<file path="src/rtl/seg_pkg.sv">
// Shared constants and types for the four-digit seven-segment clock display.
// All segment patterns are active-low with segment a on bit 0 and g on bit 6.
package seg_pkg;

   localparam int NUM_DIGITS = 4;

   localparam logic [6:0] SEG_BLANK = 7'h7F;
   localparam logic [6:0] SEG_DASH  = 7'h3F;

   localparam logic [6:0] FONT_0 = 7'h40;
   localparam logic [6:0] FONT_1 = 7'h79;
   localparam logic [6:0] FONT_2 = 7'h24;
   localparam logic [6:0] FONT_3 = 7'h30;
   localparam logic [6:0] FONT_4 = 7'h19;
   localparam logic [6:0] FONT_5 = 7'h12;
   localparam logic [6:0] FONT_6 = 7'h02;
   localparam logic [6:0] FONT_7 = 7'h78;
   localparam logic [6:0] FONT_8 = 7'h00;
   localparam logic [6:0] FONT_9 = 7'h10;

   typedef logic [1:0] digit_idx_t;

endpackage

</file>
<file path="src/rtl/seg_display_mux_bcd_to_7seg.sv">
// Combinational decimal digit to active-low seven-segment pattern.
// Codes 10-15 produce a blank digit, which the top uses for leading-zero suppression.
module bcd_to_7seg
   import seg_pkg::*;
(
   input  logic [3:0] digit,
   output logic [6:0] seg
);

   // Font lookup
   always_comb begin
      seg = SEG_BLANK;
      case (digit)
         4'd0:    seg = FONT_0;
         4'd1:    seg = FONT_1;
         4'd2:    seg = FONT_2;
         4'd3:    seg = FONT_3;
         4'd4:    seg = FONT_4;
         4'd5:    seg = FONT_5;
         4'd6:    seg = FONT_6;
         4'd7:    seg = FONT_7;
         4'd8:    seg = FONT_8;
         4'd9:    seg = FONT_9;
         default: seg = SEG_BLANK;
      endcase
   end

endmodule

</file>
<file path="src/rtl/seg_display_mux.sv">
// Time-multiplexed HH:MM driver: frame-coherent input latch, digit scan with
// anti-ghost blanking, leading-hour blanking, dash on invalid input and a blinking colon.
module seg_display_mux
   import seg_pkg::*;
#(
   parameter int REFRESH_DIV = 100000,
   parameter int GHOST_CYC   = 4,
   parameter int BLINK_DIV   = 50000000
)(
   input  logic       clk_100MHz,
   input  logic       reset,
   input  logic [3:0] hours,
   input  logic [5:0] minutes,
   output logic [6:0] seg,
   output logic       dp,
   output logic [3:0] an
);

   localparam int RW = (REFRESH_DIV > 1) ? $clog2(REFRESH_DIV) : 1;
   localparam int BW = (BLINK_DIV > 1) ? $clog2(BLINK_DIV) : 1;
   localparam logic [RW-1:0] REFRESH_LAST = RW'(REFRESH_DIV - 1);
   localparam logic [RW-1:0] GHOST_END    = RW'(GHOST_CYC);
   localparam logic [BW-1:0] BLINK_LAST   = BW'(BLINK_DIV - 1);
   localparam logic [NUM_DIGITS-1:0] AN_OFF = {NUM_DIGITS{1'b1}};

   logic [RW-1:0] refresh_r;
   logic [BW-1:0] blink_r;
   digit_idx_t    index_r;
   logic          colon_on_r;
   logic [3:0]    hours_sh_r;
   logic [5:0]    minutes_sh_r;

   logic          valid_s;
   logic [3:0]    hours_tens_s, hours_ones_s, min_tens_s, min_ones_s;
   logic [3:0]    digit_s;
   logic [6:0]    font_s;
   logic [6:0]    next_seg_s;
   logic          next_dp_s;
   logic [3:0]    next_an_s;

   // Scan, blink and frame-latch state
   always_ff @(posedge clk_100MHz) begin
      if (reset) begin
         refresh_r    <= '0;
         index_r      <= 2'd0;
         blink_r      <= '0;
         colon_on_r   <= 1'b1;
         hours_sh_r   <= 4'd12;
         minutes_sh_r <= 6'd0;
      end else begin
         if (refresh_r == REFRESH_LAST) begin
            refresh_r <= '0;
            index_r   <= index_r + 2'd1;
            // Only the last slot of a frame refreshes the shadows, so a frame never mixes values
            if (index_r == 2'd3) begin
               hours_sh_r   <= hours;
               minutes_sh_r <= minutes;
            end
         end else begin
            refresh_r <= refresh_r + RW'(1);
         end
         if (blink_r == BLINK_LAST) begin
            blink_r    <= '0;
            colon_on_r <= ~colon_on_r;
         end else begin
            blink_r <= blink_r + BW'(1);
         end
      end
   end

   // Decimal split by comparison on the small legal ranges
   always_comb begin
      valid_s = (hours_sh_r != 4'd0) && (hours_sh_r <= 4'd12) && (minutes_sh_r <= 6'd59);
      if (hours_sh_r >= 4'd10) begin
         hours_tens_s = 4'd1;
         hours_ones_s = hours_sh_r - 4'd10;
      end else begin
         hours_tens_s = 4'd15;
         hours_ones_s = hours_sh_r;
      end
      if (minutes_sh_r >= 6'd50) begin
         min_tens_s = 4'd5;
         min_ones_s = 4'(minutes_sh_r - 6'd50);
      end else if (minutes_sh_r >= 6'd40) begin
         min_tens_s = 4'd4;
         min_ones_s = 4'(minutes_sh_r - 6'd40);
      end else if (minutes_sh_r >= 6'd30) begin
         min_tens_s = 4'd3;
         min_ones_s = 4'(minutes_sh_r - 6'd30);
      end else if (minutes_sh_r >= 6'd20) begin
         min_tens_s = 4'd2;
         min_ones_s = 4'(minutes_sh_r - 6'd20);
      end else if (minutes_sh_r >= 6'd10) begin
         min_tens_s = 4'd1;
         min_ones_s = 4'(minutes_sh_r - 6'd10);
      end else begin
         min_tens_s = 4'd0;
         min_ones_s = 4'(minutes_sh_r);
      end
   end

   // Digit select for the active slot; blank hours tens is encoded as code 15
   always_comb begin
      digit_s   = 4'd15;
      next_an_s = AN_OFF;
      case (index_r)
         2'd0: begin digit_s = min_ones_s;   next_an_s = 4'b1110; end
         2'd1: begin digit_s = min_tens_s;   next_an_s = 4'b1101; end
         2'd2: begin digit_s = hours_ones_s; next_an_s = 4'b1011; end
         2'd3: begin digit_s = hours_tens_s; next_an_s = 4'b0111; end
         default: begin digit_s = 4'd15;     next_an_s = AN_OFF;  end
      endcase
      if (refresh_r < GHOST_END) begin
         next_an_s = AN_OFF;
      end else begin
         next_an_s = next_an_s;
      end
      if (valid_s) begin
         next_seg_s = font_s;
      end else begin
         next_seg_s = SEG_DASH;
      end
      next_dp_s = ~(valid_s && colon_on_r && (index_r == 2'd2));
   end

   bcd_to_7seg u_font (
      .digit (digit_s),
      .seg   (font_s)
   );

   // Registered display outputs
   always_ff @(posedge clk_100MHz) begin
      if (reset) begin
         seg <= SEG_BLANK;
         dp  <= 1'b1;
         an  <= AN_OFF;
      end else begin
         seg <= next_seg_s;
         dp  <= next_dp_s;
         an  <= next_an_s;
      end
   end

endmodule

</file>
<file path="config.mk">
export PLATFORM = sky130hd
export DESIGN_NAME = seg_display_mux
export DESIGN_NICKNAME = d
export VERILOG_FILES = /design/src/rtl/seg_pkg.sv /design/src/rtl/seg_display_mux_bcd_to_7seg.sv /design/src/rtl/seg_display_mux.sv
export SDC_FILE = /design/constraint.sdc
export NUM_CORES = 1
export LEC_CHECK = 0
export CORE_ASPECT_RATIO = 0.7
export CORE_MARGIN = 5
export CORE_UTILIZATION = 53
export CTS_CLUSTER_SIZE = 16
export DETAILED_ROUTE_END_ITERATION = 8
export PLACE_DENSITY = 0.76
export SETUP_SLACK_MARGIN = 0.1
export SLEW_MARGIN = 20
export SYNTH_ARGS = -nofsm -noshare
export SYNTH_HDL_FRONTEND = slang
export SYNTH_SLANG_ARGS = --single-unit
</file>
<file path="constraint.sdc">
create_clock -name clk_100MHz -period 2.65 [get_ports clk_100MHz]
set_input_delay 0.3975 -clock clk_100MHz [delete_from_list [all_inputs] [get_ports clk_100MHz]]
set_output_delay 0.3975 -clock clk_100MHz [all_outputs]
set_load 0.005 [all_outputs]
</file>
==> metrics.txt <==
Port Buffers=23; Final Hold Violating Endpoints=0; cell at the slowest stage of the critical path=or4_1; crit end category=register; largest net degree at the start of global routing=25; Worst Hold Class=reg2reg; setup slack, reg-to-reg=between 0.15 and 0.2 ns; GP Congestion=between 0.9 and 1; post-synthesis cell type count=57; DP Worst Slack=-0.1086 ns; Peak VDD IR=0.3095 mV; critical path cell sequence=inv_1 -> ha_1 -> nor4bb_4 -> nor3_2 -> nand2_1 -> a311oi_4 -> a21oi_4 -> or4_1 -> o211ai_1; number of synthesized flops with an enable pin=0; DR iter-0 viols=about 300; Setup CP Type=reg2reg; reg2reg end=seg[3]; achievable clock frequency=404.9 MHz; Lkg Pwr=1.505 nW; FF+latch count, synth=68; Die H=between 70 and 80 µm; non-filler cells, final=roughly 550; Max Transition Viols Final=0; vias in the first global route=just under 3,000; Die ar.=~8400 µm²; nets=481; PwrDens=roughly 470 nW/µm²; total congestion overflow=0; critical path required time=about 3 ns; Reg clk slew, reported paths=~0.070 ns; Final min period=~2.5 ns; Starting Density=0.5551; CP peak stage delay=around 0.48 ns; Setup-failing EPs final=0; Design Area, Final=roughly 4200 µm²; Total Routed Length=7.805 mm; Post-CTS Hold Fix Bufs=0; WP data arrival=2.74 ns; status=finished clean; RSZ-0062 raised after global routing=no; cells after synthesis=418; Setup Skew=roughly 0.0063 ns; CTS buffer count=9; predominant post-synthesis flop cell=dfxtp_1; FF+latch area=around 1400 µm²; Clock Latency Late Sink=between 0.3 and 0.4 ns; sequential-to-total area share from yosys stat=0.3871; H-tree Lvls=3; Reg2Reg Depth=9; syn_nets=448; layout overhead on the synthesized area=18.61%; Final Power=between 1.5 and 2 mW; CTS tree=done; Fin Hold WS=approximately 0.44 ns; core footprint=approximately 6300 µm²; Vias=slightly above 3,000; Worst-Margin Slew=about 0.53 ns; vias per inst=5.622; CTS sink count=slightly below 70; Placed Instances=between 500 and 600; ANT nets after route=0; max_cap viols=0; first-pass GRT wire length=between 10 and 15 mm; First-pass DRT Iterations=5; die width=107.4 µm; Multi-input gate area=around 2100 µm²; Avg WL per Cell=between 10 and 15 µm; clock buffer depth=2; setup TNS=0 ns; Tot GR Track Use=0.1917; Hold Path End=refresh_r[0]; # DRC=0; fillers=517; Worst Hold Depth=1; Placed Instance Area=approximately 3900 µm²; Rel. slew slack=0.6445; Worst setup SP type=register; syn avg cell area=8.414 µm²; fin crit share=0.9321; Final Core Density=0.6584; initial antenna violation count=0; Crit Reg-Reg Startpoint=minutes_sh_r[3]; fraction of registers with async set/reset=0; number of I/O pins=24; Syn Std Cell Area=3517 µm²; row count=24; hold wc startpoint=refresh_r[0]; worst setup margin=~0.18 ns; layout cell share with drive strength beyond 1=0.1118; crit-path max FO=11; HPWL after detailed placement=between 5 and 6 mm; synth warn=0; ANT cells=0; CTS root buf=clkbuf_8
registers in the layout, summed over array words and instances (netlist names):
register      flops
colon_on_r        1
an                4
seg               7
hours_sh_r        4
refresh_r        17
minutes_sh_r      6
blink_r          26
index_r           2
dp                1
worst max-delay path by stage:
stage,from,end,cells after the start
2_1_floorplan,minutes_sh_r[2],seg[6],10
3_3_place_gp,minutes_sh_r[2],seg[0],9
3_5_place_dp,minutes_sh_r[2],seg[0],9
4_1_cts,minutes_sh_r[2],seg[3],9
5_1_grt,hours_sh_r[2],seg[3],9
6_report,minutes_sh_r[3],seg[3],9
routing by layer:
metal,up-vias,GRT usage,part of all wire
li1,1509,-,-
met1,1438,0.2543,0.48
met2,113,0.2990,0.44
met3,15,0.05984,0.066
met4,0,0.06179,0.012
met5,-,0,0
cells by family (layout without fill, tap and decap cells):
kind of cell,count (synthesis),after routing,share of synthesized area
flops,68,68,0.3871
mux,2,2,0.006048
buf+inv,33,71,0.03913
xor+xnor,43,43,0.1071
compound gates,66,66,0.1370
simple gates,188,188,0.2597
fa+ha+maj,18,18,0.06404
worst max-delay path, delay by kind of cell, from the launching register on:
| family | cells | cell delay, ns |
|---|---|---|
| DFF | 1 | 0.39 |
| buffers and inverters | 1 | 0.12 |
| adders and majority gates | 1 | 0.20 |
| AOI/OAI and AO/OA | 3 | 0.60 |
| and+or+nand+nor | 4 | 1.09 |
cell usage after synthesis (2+ instances only):
cell type	count	area share
a21oi_1	23	0.033
o21ai_0	4	0.0057
nand2_1	44	0.047
a31oi_1	2	0.0036
a211oi_1	3	0.0064
nand4_1	6	0.011
o31ai_1	2	0.0043
inv_1	16	0.017
ha_1	18	0.064
o221ai_1	2	0.0050
clkbuf_1	6	0.0064
o21ai_1	2	0.0028
nand3_1	21	0.030
dfxtp_1	68	0.39
nor3b_1	2	0.0043
nand2b_1	4	0.0071
a211o_1	2	0.0050
xor2_1	23	0.057
nor3_1	10	0.014
nand3b_1	3	0.0064
and2_1	6	0.011
buf_1	2	0.0021
xnor2_1	20	0.050
nor4_1	4	0.0071
and3_1	8	0.014
or4_1	3	0.0064
nor2b_1	4	0.0071
o211ai_1	6	0.013
nor2_1	59	0.063
a21o_1	2	0.0043
and4_1	3	0.0075
or2_2	4	0.0071
or3_1	3	0.0053
buf_2	8	0.011
a32oi_1	2	0.0050
o31a_1	2	0.0050
final cells by class:
class | count | area share
Multi-Input combinational cell | 317 | 0.4988
Sequential cell | 68 | 0.3269
Timing Repair Buffer | 39 | 0.08398
Clock buffer | 12 | 0.03719
Tap cell | 91 | 0.02729
Inverter | 16 | 0.01440
Clock inverter | 4 | 0.01140
report_power, final:
part | switching, mW | total [mW] | internal [mW] | leakage (nW)
clock network | 0.382 | 0.865 | 0.483 | 0.102
registers | 0.00717 | 1.04 | 1.03 | 0.552
logic | 0.0349 | 0.0739 | 0.0390 | 0.850
cells in the final DEF (no fill, tap or decap), drive strengths merged, types with 3 or more instances in the layout:
master	count
and2	6
xor2	23
or4	3
nand3	21
inv	16
ha	18
o211ai	6
and3	8
or2	4
nand4	6
a21oi	23
clkbuf	12
and4	3
nand2b	4
nor3	11
a211oi	3
dfxtp	68
o21ai	6
nand3b	3
nand2	44
buf	16
clkdlybuf4s50	23
nor2	60
nor4	4
a31oi	3
nor2b	4
or3	3
xnor2	20
repair_timing:
action                     in CTS  in global routing
pin swaps                       0                  4
gates resized for setup         3                  8
setup buffers                   0                  3
setup endpoints to repair       7                  7
Power figures use the tool's default switching activity.
